===== src/rtl/inst_fetch_unit_if.sv =====
// inst_fetch_unit_if: instruction-bus, redirect and decode-side signals of the fetch unit.
interface inst_fetch_unit_if;
    logic        inst_sram_req;
    logic [31:0] inst_sram_addr;
    logic        inst_sram_addr_ok;
    logic        inst_sram_data_ok;
    logic [31:0] inst_sram_rdata;
    logic        redirect_valid;
    logic [31:0] redirect_pc;
    logic        id_valid;
    logic        id_ready;
    logic [31:0] id_pc;
    logic [31:0] id_instr;
    logic        id_adef;

    modport master (
        output inst_sram_req, inst_sram_addr, id_valid, id_pc, id_instr, id_adef,
        input  inst_sram_addr_ok, inst_sram_data_ok, inst_sram_rdata, redirect_valid, redirect_pc, id_ready
    );

    modport slave (
        input  inst_sram_req, inst_sram_addr, id_valid, id_pc, id_instr, id_adef,
        output inst_sram_addr_ok, inst_sram_data_ok, inst_sram_rdata, redirect_valid, redirect_pc, id_ready
    );
endinterface


===== src/rtl/inst_fetch_unit.sv =====
// inst_fetch_unit: sequential instruction fetch into an in-order buffer, with redirect flush
// and fetch-address-error injection for misaligned PCs.
module inst_fetch_unit #(
    parameter int          FIFO_DEPTH = 4,
    parameter logic [31:0] RESET_PC   = 32'h1c000000
) (
    input logic               aclk,
    input logic               aresetn,
    inst_fetch_unit_if.master bus
);
    localparam int          AW         = $clog2(FIFO_DEPTH);
    localparam logic [AW:0] DEPTH      = (AW + 1)'(FIFO_DEPTH);
    localparam logic [31:0] ADEF_INSTR = 32'h03400000;

    typedef enum logic {RUN, HOLD} state_t;

    state_t        state, state_nxt;
    logic [31:0]   fetch_pc, fetch_pc_nxt, hold_pc, push_pc;
    logic [AW:0]   inflight, inflight_nxt, stale, stale_nxt, count, count_nxt, live;
    logic [AW-1:0] rd_ptr, wr_ptr, tag_rd, tag_wr;
    logic [31:0]   fifo_pc [FIFO_DEPTH];
    logic [31:0]   fifo_instr [FIFO_DEPTH];
    logic          fifo_adef [FIFO_DEPTH];
    logic [31:0]   tag_pc [FIFO_DEPTH];
    logic          adef_stop, adef_stop_nxt;
    logic          redirect, resp, accept, hold_acc, stall, misaligned;
    logic          push_data, push_adef, push, pop;

    assign redirect   = bus.redirect_valid;
    assign resp       = bus.inst_sram_data_ok;
    assign misaligned = fetch_pc[1:0] != 2'b00;
    assign live       = inflight - stale;

    // A request left pending by a redirect (HOLD) must stay up until accepted
    assign bus.inst_sram_req  = aresetn && (state == HOLD ||
                                (!adef_stop && !misaligned && inflight < DEPTH && count + live < DEPTH));
    assign bus.inst_sram_addr = fetch_pc;

    assign accept    = bus.inst_sram_req && bus.inst_sram_addr_ok;
    assign hold_acc  = state == HOLD && accept;
    assign stall     = redirect && bus.inst_sram_req && !bus.inst_sram_addr_ok;
    assign push_data = resp && stale == '0 && !redirect;
    assign push_adef = state == RUN && misaligned && !adef_stop && inflight == '0 && stale == '0 &&
                       count < DEPTH && !redirect;
    assign push      = push_data || push_adef;
    assign push_pc   = push_adef ? fetch_pc : tag_pc[tag_rd];

    assign bus.id_valid = count != '0;
    assign pop          = bus.id_valid && bus.id_ready;
    assign bus.id_pc    = bus.id_valid ? fifo_pc[rd_ptr] : '0;
    assign bus.id_instr = bus.id_valid ? fifo_instr[rd_ptr] : '0;
    assign bus.id_adef  = bus.id_valid && fifo_adef[rd_ptr];

    always_comb begin
        inflight_nxt  = inflight + (AW + 1)'(accept) - (AW + 1)'(resp);
        stale_nxt     = redirect ? inflight_nxt
                                 : stale + (AW + 1)'(hold_acc) - (AW + 1)'(resp && stale != '0);
        count_nxt     = redirect ? '0 : count + (AW + 1)'(push) - (AW + 1)'(pop);
        state_nxt     = stall ? HOLD : accept ? RUN : state;
        fetch_pc_nxt  = stall ? fetch_pc : redirect ? bus.redirect_pc : hold_acc ? hold_pc :
                        accept ? fetch_pc + 32'd4 : fetch_pc;
        adef_stop_nxt = redirect ? 1'b0 : push_adef ? 1'b1 : adef_stop;
    end

    always_ff @(posedge aclk or negedge aresetn) begin
        if (!aresetn) begin
            state     <= RUN;
            fetch_pc  <= RESET_PC;
            hold_pc   <= RESET_PC;
            inflight  <= '0;
            stale     <= '0;
            count     <= '0;
            adef_stop <= 1'b0;
            rd_ptr    <= '0;
            wr_ptr    <= '0;
            tag_rd    <= '0;
            tag_wr    <= '0;
        end else begin
            state     <= state_nxt;
            fetch_pc  <= fetch_pc_nxt;
            inflight  <= inflight_nxt;
            stale     <= stale_nxt;
            count     <= count_nxt;
            adef_stop <= adef_stop_nxt;
            if (stall) hold_pc <= bus.redirect_pc;
            if (accept) tag_wr <= tag_wr + AW'(1);
            if (resp) tag_rd <= tag_rd + AW'(1);
            if (push) wr_ptr <= wr_ptr + AW'(1);
            rd_ptr <= redirect ? wr_ptr : pop ? rd_ptr + AW'(1) : rd_ptr;
        end
    end

    always_ff @(posedge aclk) begin
        if (accept) tag_pc[tag_wr] <= fetch_pc;
        if (push) begin
            fifo_pc[wr_ptr]    <= push_pc;
            fifo_instr[wr_ptr] <= push_adef ? ADEF_INSTR : bus.inst_sram_rdata;
            fifo_adef[wr_ptr]  <= push_adef;
        end
    end
endmodule

===== src/flat_wrapper.sv =====
// flat-port wrapper written by rule: the top's interface ports become plain ports
module inst_fetch_unit_flat 
#(
    parameter int          FIFO_DEPTH = 4,
    parameter logic [31:0] RESET_PC   = 32'h1c000000
)
  (aclk, aresetn, bus_inst_sram_req, bus_inst_sram_addr, bus_id_valid, bus_id_pc, bus_id_instr, bus_id_adef, bus_inst_sram_addr_ok, bus_inst_sram_data_ok, bus_inst_sram_rdata, bus_redirect_valid, bus_redirect_pc, bus_id_ready);
  inst_fetch_unit_if bus_i ();
  input logic aclk;
  input logic aresetn;
  output wire logic [$bits(bus_i.inst_sram_req)-1:0] bus_inst_sram_req;
  output wire logic [$bits(bus_i.inst_sram_addr)-1:0] bus_inst_sram_addr;
  output wire logic [$bits(bus_i.id_valid)-1:0] bus_id_valid;
  output wire logic [$bits(bus_i.id_pc)-1:0] bus_id_pc;
  output wire logic [$bits(bus_i.id_instr)-1:0] bus_id_instr;
  output wire logic [$bits(bus_i.id_adef)-1:0] bus_id_adef;
  input wire logic [$bits(bus_i.inst_sram_addr_ok)-1:0] bus_inst_sram_addr_ok;
  input wire logic [$bits(bus_i.inst_sram_data_ok)-1:0] bus_inst_sram_data_ok;
  input wire logic [$bits(bus_i.inst_sram_rdata)-1:0] bus_inst_sram_rdata;
  input wire logic [$bits(bus_i.redirect_valid)-1:0] bus_redirect_valid;
  input wire logic [$bits(bus_i.redirect_pc)-1:0] bus_redirect_pc;
  input wire logic [$bits(bus_i.id_ready)-1:0] bus_id_ready;
  assign bus_inst_sram_req = bus_i.inst_sram_req;
  assign bus_inst_sram_addr = bus_i.inst_sram_addr;
  assign bus_id_valid = bus_i.id_valid;
  assign bus_id_pc = bus_i.id_pc;
  assign bus_id_instr = bus_i.id_instr;
  assign bus_id_adef = bus_i.id_adef;
  assign bus_i.inst_sram_addr_ok = bus_inst_sram_addr_ok;
  assign bus_i.inst_sram_data_ok = bus_inst_sram_data_ok;
  assign bus_i.inst_sram_rdata = bus_inst_sram_rdata;
  assign bus_i.redirect_valid = bus_redirect_valid;
  assign bus_i.redirect_pc = bus_redirect_pc;
  assign bus_i.id_ready = bus_id_ready;
  inst_fetch_unit #(.FIFO_DEPTH(FIFO_DEPTH), .RESET_PC(RESET_PC)) u_core (.aclk(aclk), .aresetn(aresetn), .bus(bus_i));
endmodule

===== config.mk =====
export PLATFORM = sky130hd
export DESIGN_NAME = inst_fetch_unit_flat
export DESIGN_NICKNAME = d
export VERILOG_FILES = /design/src/rtl/inst_fetch_unit_if.sv /design/src/rtl/inst_fetch_unit.sv /design/src/flat_wrapper.sv
export SDC_FILE = /design/constraint.sdc
export NUM_CORES = 1
export LEC_CHECK = 0
export ABC_AREA = 1
export BUFFER_PORTS_ARGS = -buffer_cell sky130_fd_sc_hd__buf_2
export CAP_MARGIN = 30
export CORE_MARGIN = 4
export CORE_UTILIZATION = 55
export DETAILED_ROUTE_END_ITERATION = 16
export GPL_TIMING_DRIVEN = 0
export PLACE_DENSITY = 0.79
export SYNTH_ARGS = -nofsm -noshare
export SYNTH_HDL_FRONTEND = slang
export SYNTH_SLANG_ARGS = --single-unit

===== constraint.sdc =====
create_clock -name aclk -period 11.4 [get_ports aclk]
set_input_delay 1.14 -clock aclk [delete_from_list [all_inputs] [get_ports aclk]]
set_output_delay 1.14 -clock aclk [all_outputs]
set_load 0.03 [all_outputs]

==> reports/qor.csv <==
stage,metric,value,unit
die,full die area,40900,sq um
clocking,post-cts resize count,0,
global_routing,GRT Max-Usage Layer,met2,
setup_path,CP Max Fanout,10,
placed_design,"Cell Area, Placed",22600,sq um
route,Vias/cell,5.56,
placed_design,Buffers on Ports,168,
synth,Post-synth top flop,edfxtp_1,
synth,"EDFF count, synth",388,
synth,Synthesis Warnings,0,
pwr,Static Leak,9.53,nW
synth,post-synthesis sequential area ratio,66.2,%
setup_path,crit path kind,reg2out,
layout,Final Cell Area,24100,sq um
synth,Post-synth top cells,"edfxtp_1 (388), nor2_1 (384), o21ai_0 (233)",
layout,Final Non-Filler Cells,2697,
placed_design,DP Wirelength,36200,um
global_routing,vias in the first global route,15000,
run_status,status,"finished, final reports clean",
pwr,Power Total,6.64,mW
layout,final-stage net count,2248,
layout,Syn-to-layout area delta,16.1,%
global_routing,met2 usage,41.4,%
synth,"Avg Cell Area, Syn",10.8,sq um
route,final WL,51900,um
route,number of DRC markers in iteration 0,1365,
placed_design,Setup WS pre-CTS,7.39,ns
layout,Multi-input gate area,5990,sq um
route,Avg WL per Cell,19.2,um
pwr,pwr/cell area,276,nW/um^2
timing,PnR worst setup slack,7.10,ns
setup_path,Setup crit start kind,register,
timing,Final Setup Violations,0,
layout,Filler Cells Inserted,2784,
clocking,H-Tree Depth,2,
setup_path,Critical Path Max Stage Delay,0.60,ns
synth,Unique masters post-synth,41,
timing,Final Slew Violations,0,
route,vias,15000,
clocking,Post-CTS Setup Bufs,0,
die,height of the die,202,um
timing,RSZ-0062 raised after global routing,false,
layout,layout cells sized above 1,15.7,%
clocking,Sink Count,471,
timing,Clock Skew,0.0160,ns
timing,slew margin rel.,33.5,%
synth,synthesized flop and latch total,471,
run,max capacitance violation total,0,
die,core area,37000,sq um
setup_path,Worst EP required,10.26,ns
timing,final hold violations,0,
die,FP Rows,70,
route,drt pass-1 iters,7,
global_routing,GRT overflow,0,
synth,Synth area leaders,"edfxtp_1 (56%), dfrtp_1 (9.3%), nor2_1 (6.9%)",
synth,Mapped Nets,2018,
clocking,clk slew on worst S/H paths,0.06,ns
setup_path,"slowest stage cell, crit path",clkbuf_1,
die,chip width,202,um
timing,Tcrit/Tclk final,37.8,%
setup_path,RR Startpoint,u_core.count[1],
synth,most frequent cell after synthesis,edfxtp_1,
synth,dominant cell type by area after synthesis,edfxtp_1,
clocking,"Hold-fix buffers, CTS",0,
min_path,Hold WC Path Type,in2async,
clocking,Clock Path Buffers,3,
global_routing,grt met3 use,4.96,%
die,IO Count,169,
pwr,VDD IR max,161,uV
clocking,CTS Buf Count,47,
clocking,clk_lat worst skew,0.58,ns
global_routing,GRT Total Usage,24.9,%
setup_path,crit path buf inv count,5,
global_routing,largest net degree at the start of global routing,69,
layout,storage element area,13700,sq um
setup_path,critical path cell sequence,clkbuf_1 > inv_2 > clkbuf_1 > clkbuf_1 > o21ai_0 > a21oi_1 > buf_2,
global_routing,initial antenna violation count,0,
clocking,CTS root buffer,clkbuf_16,
setup_path,cell repeated most along the worst path,clkbuf_1,
die,Initial Util,56.2,%
synth,Post-Syn Area,20800,sq um
synth,synthesized instance count,1927,
setup_path,CP Capture Type,output pin,
timing,Slew @ Worst Pin,0.995,ns
placed_design,Placed Cells incl. Taps,2612,
synth,post-synth top area share,56.1,%
timing,fmax,232,MHz
placed_design,gpl congestion,0.965,
timing,setup TNS,0,ns
setup_path,critical path arrival,3.16,ns
clocking,CTS tree,built,
timing,Hold WS,0.452,ns
global_routing,first-pass GRT wire length,81400,um
setup_path,crit-path leading delay family,buffers and inverters,
layout,Util after Layout,65.2,%
synth,post-synthesis async set-or-reset flop share,17.6,%
timing,Final min period,4.30,ns
setup_path,worst setup path startpoint,u_core.rd_ptr[0],
layout,diodes inserted,0,
route,antenna-violating nets left,0,
route,Residual DRC,0,
global_routing,met1 Usage GRT,33.2,%
[state kept, by name, indices dropped and copies added, names as in the netlist]
register / flops
u_core.adef_stop: 1
u_core.hold_pc: 32
u_core.tag_pc: 128
u_core.fifo_pc: 128
u_core.fifo_adef: 4
u_core.rd_ptr: 2
u_core.count: 3
u_core.tag_wr: 2
u_core.stale: 3
u_core.tag_rd: 2
u_core.inflight: 3
u_core.wr_ptr: 2
u_core.fifo_instr: 128
u_core.bus.inst_sram_addr: 32
u_core.state: 1
[final timing paths]
kind	slack, ns	cells past startpoint	endpoint
min in group aclk	0.48	2	u_core.hold_pc[24]
min reg2reg	0.48	2	u_core.hold_pc[24]
min	0.45	1	u_core.hold_pc[9]
max in group asynchronous	10.26	2	u_core.bus.inst_sram_addr[27]
max	7.10	7	bus_id_pc[17]
max reg2reg	7.77	14	u_core.tag_pc[2][9]
[per-layer routing]
layer / wire [um] / share of wire (%)
met1: 20600 / 40
met2: 25200 / 49
met3: 4270 / 8.2
met4: 1770 / 3.4
met5: 0 / 0
[cells by family (layout without fill, tap and decap cells)]
kind of cell,after synthesis,count (layout),share of synthesized area (%)
compound gates,383,383,10.2
fa+ha+maj,21,21,1.41
mux,34,34,1.64
xor+xnor,18,18,0.759
buf+inv,267,533,5.26
flops,471,471,66.2
simple gates,733,733,14.6
[worst reg2reg max path, stage by stage (launching register included)]
cell and delay [ns]:
dfrtp_1 0.43, inv_1 0.10, fa_1 0.53, inv_1 0.04
ha_1 0.28, nand2_1 0.07, nor2_1 0.04, nor2_1 0.11
inv_1 0.05, nand3_1 0.09, nand3_2 0.12, nand2_4 0.12
nand3_4 0.16, buf_2 0.29, nor2_4 0.78
[layout by cell type, fill, tap and decap left out, types with 17 or more instances in the layout]
master     instances
edfxtp_1         388
nor2_1           376
o21ai_0          233
nand2_1          226
buf_2            196
inv_1            154
dfrtp_1           77
nand3_1           75
a21oi_1           72
clkbuf_1          70
clkbuf_16         47
mux2i_1           34
o221ai_1          32
o21ai_1           23
ha_1              17
[final cells by class]
class | instances | area share [%]
Buffer | 107 | 2.04
Clock buffer | 62 | 5.20
Clock inverter | 23 | 0.935
Inverter | 160 | 2.49
Multi-Input combinational cell | 1189 | 24.9
Sequential cell | 471 | 57.0
Tap cell | 504 | 2.62
Timing Repair Buffer | 181 | 4.83
[where the power goes]
part	switching [mW]	internal, mW
logic	1.88	0.759
clock network	0.629	0.864
registers	0.259	2.26
total	2.76	3.88
Power figures use the tool's default switching activity.
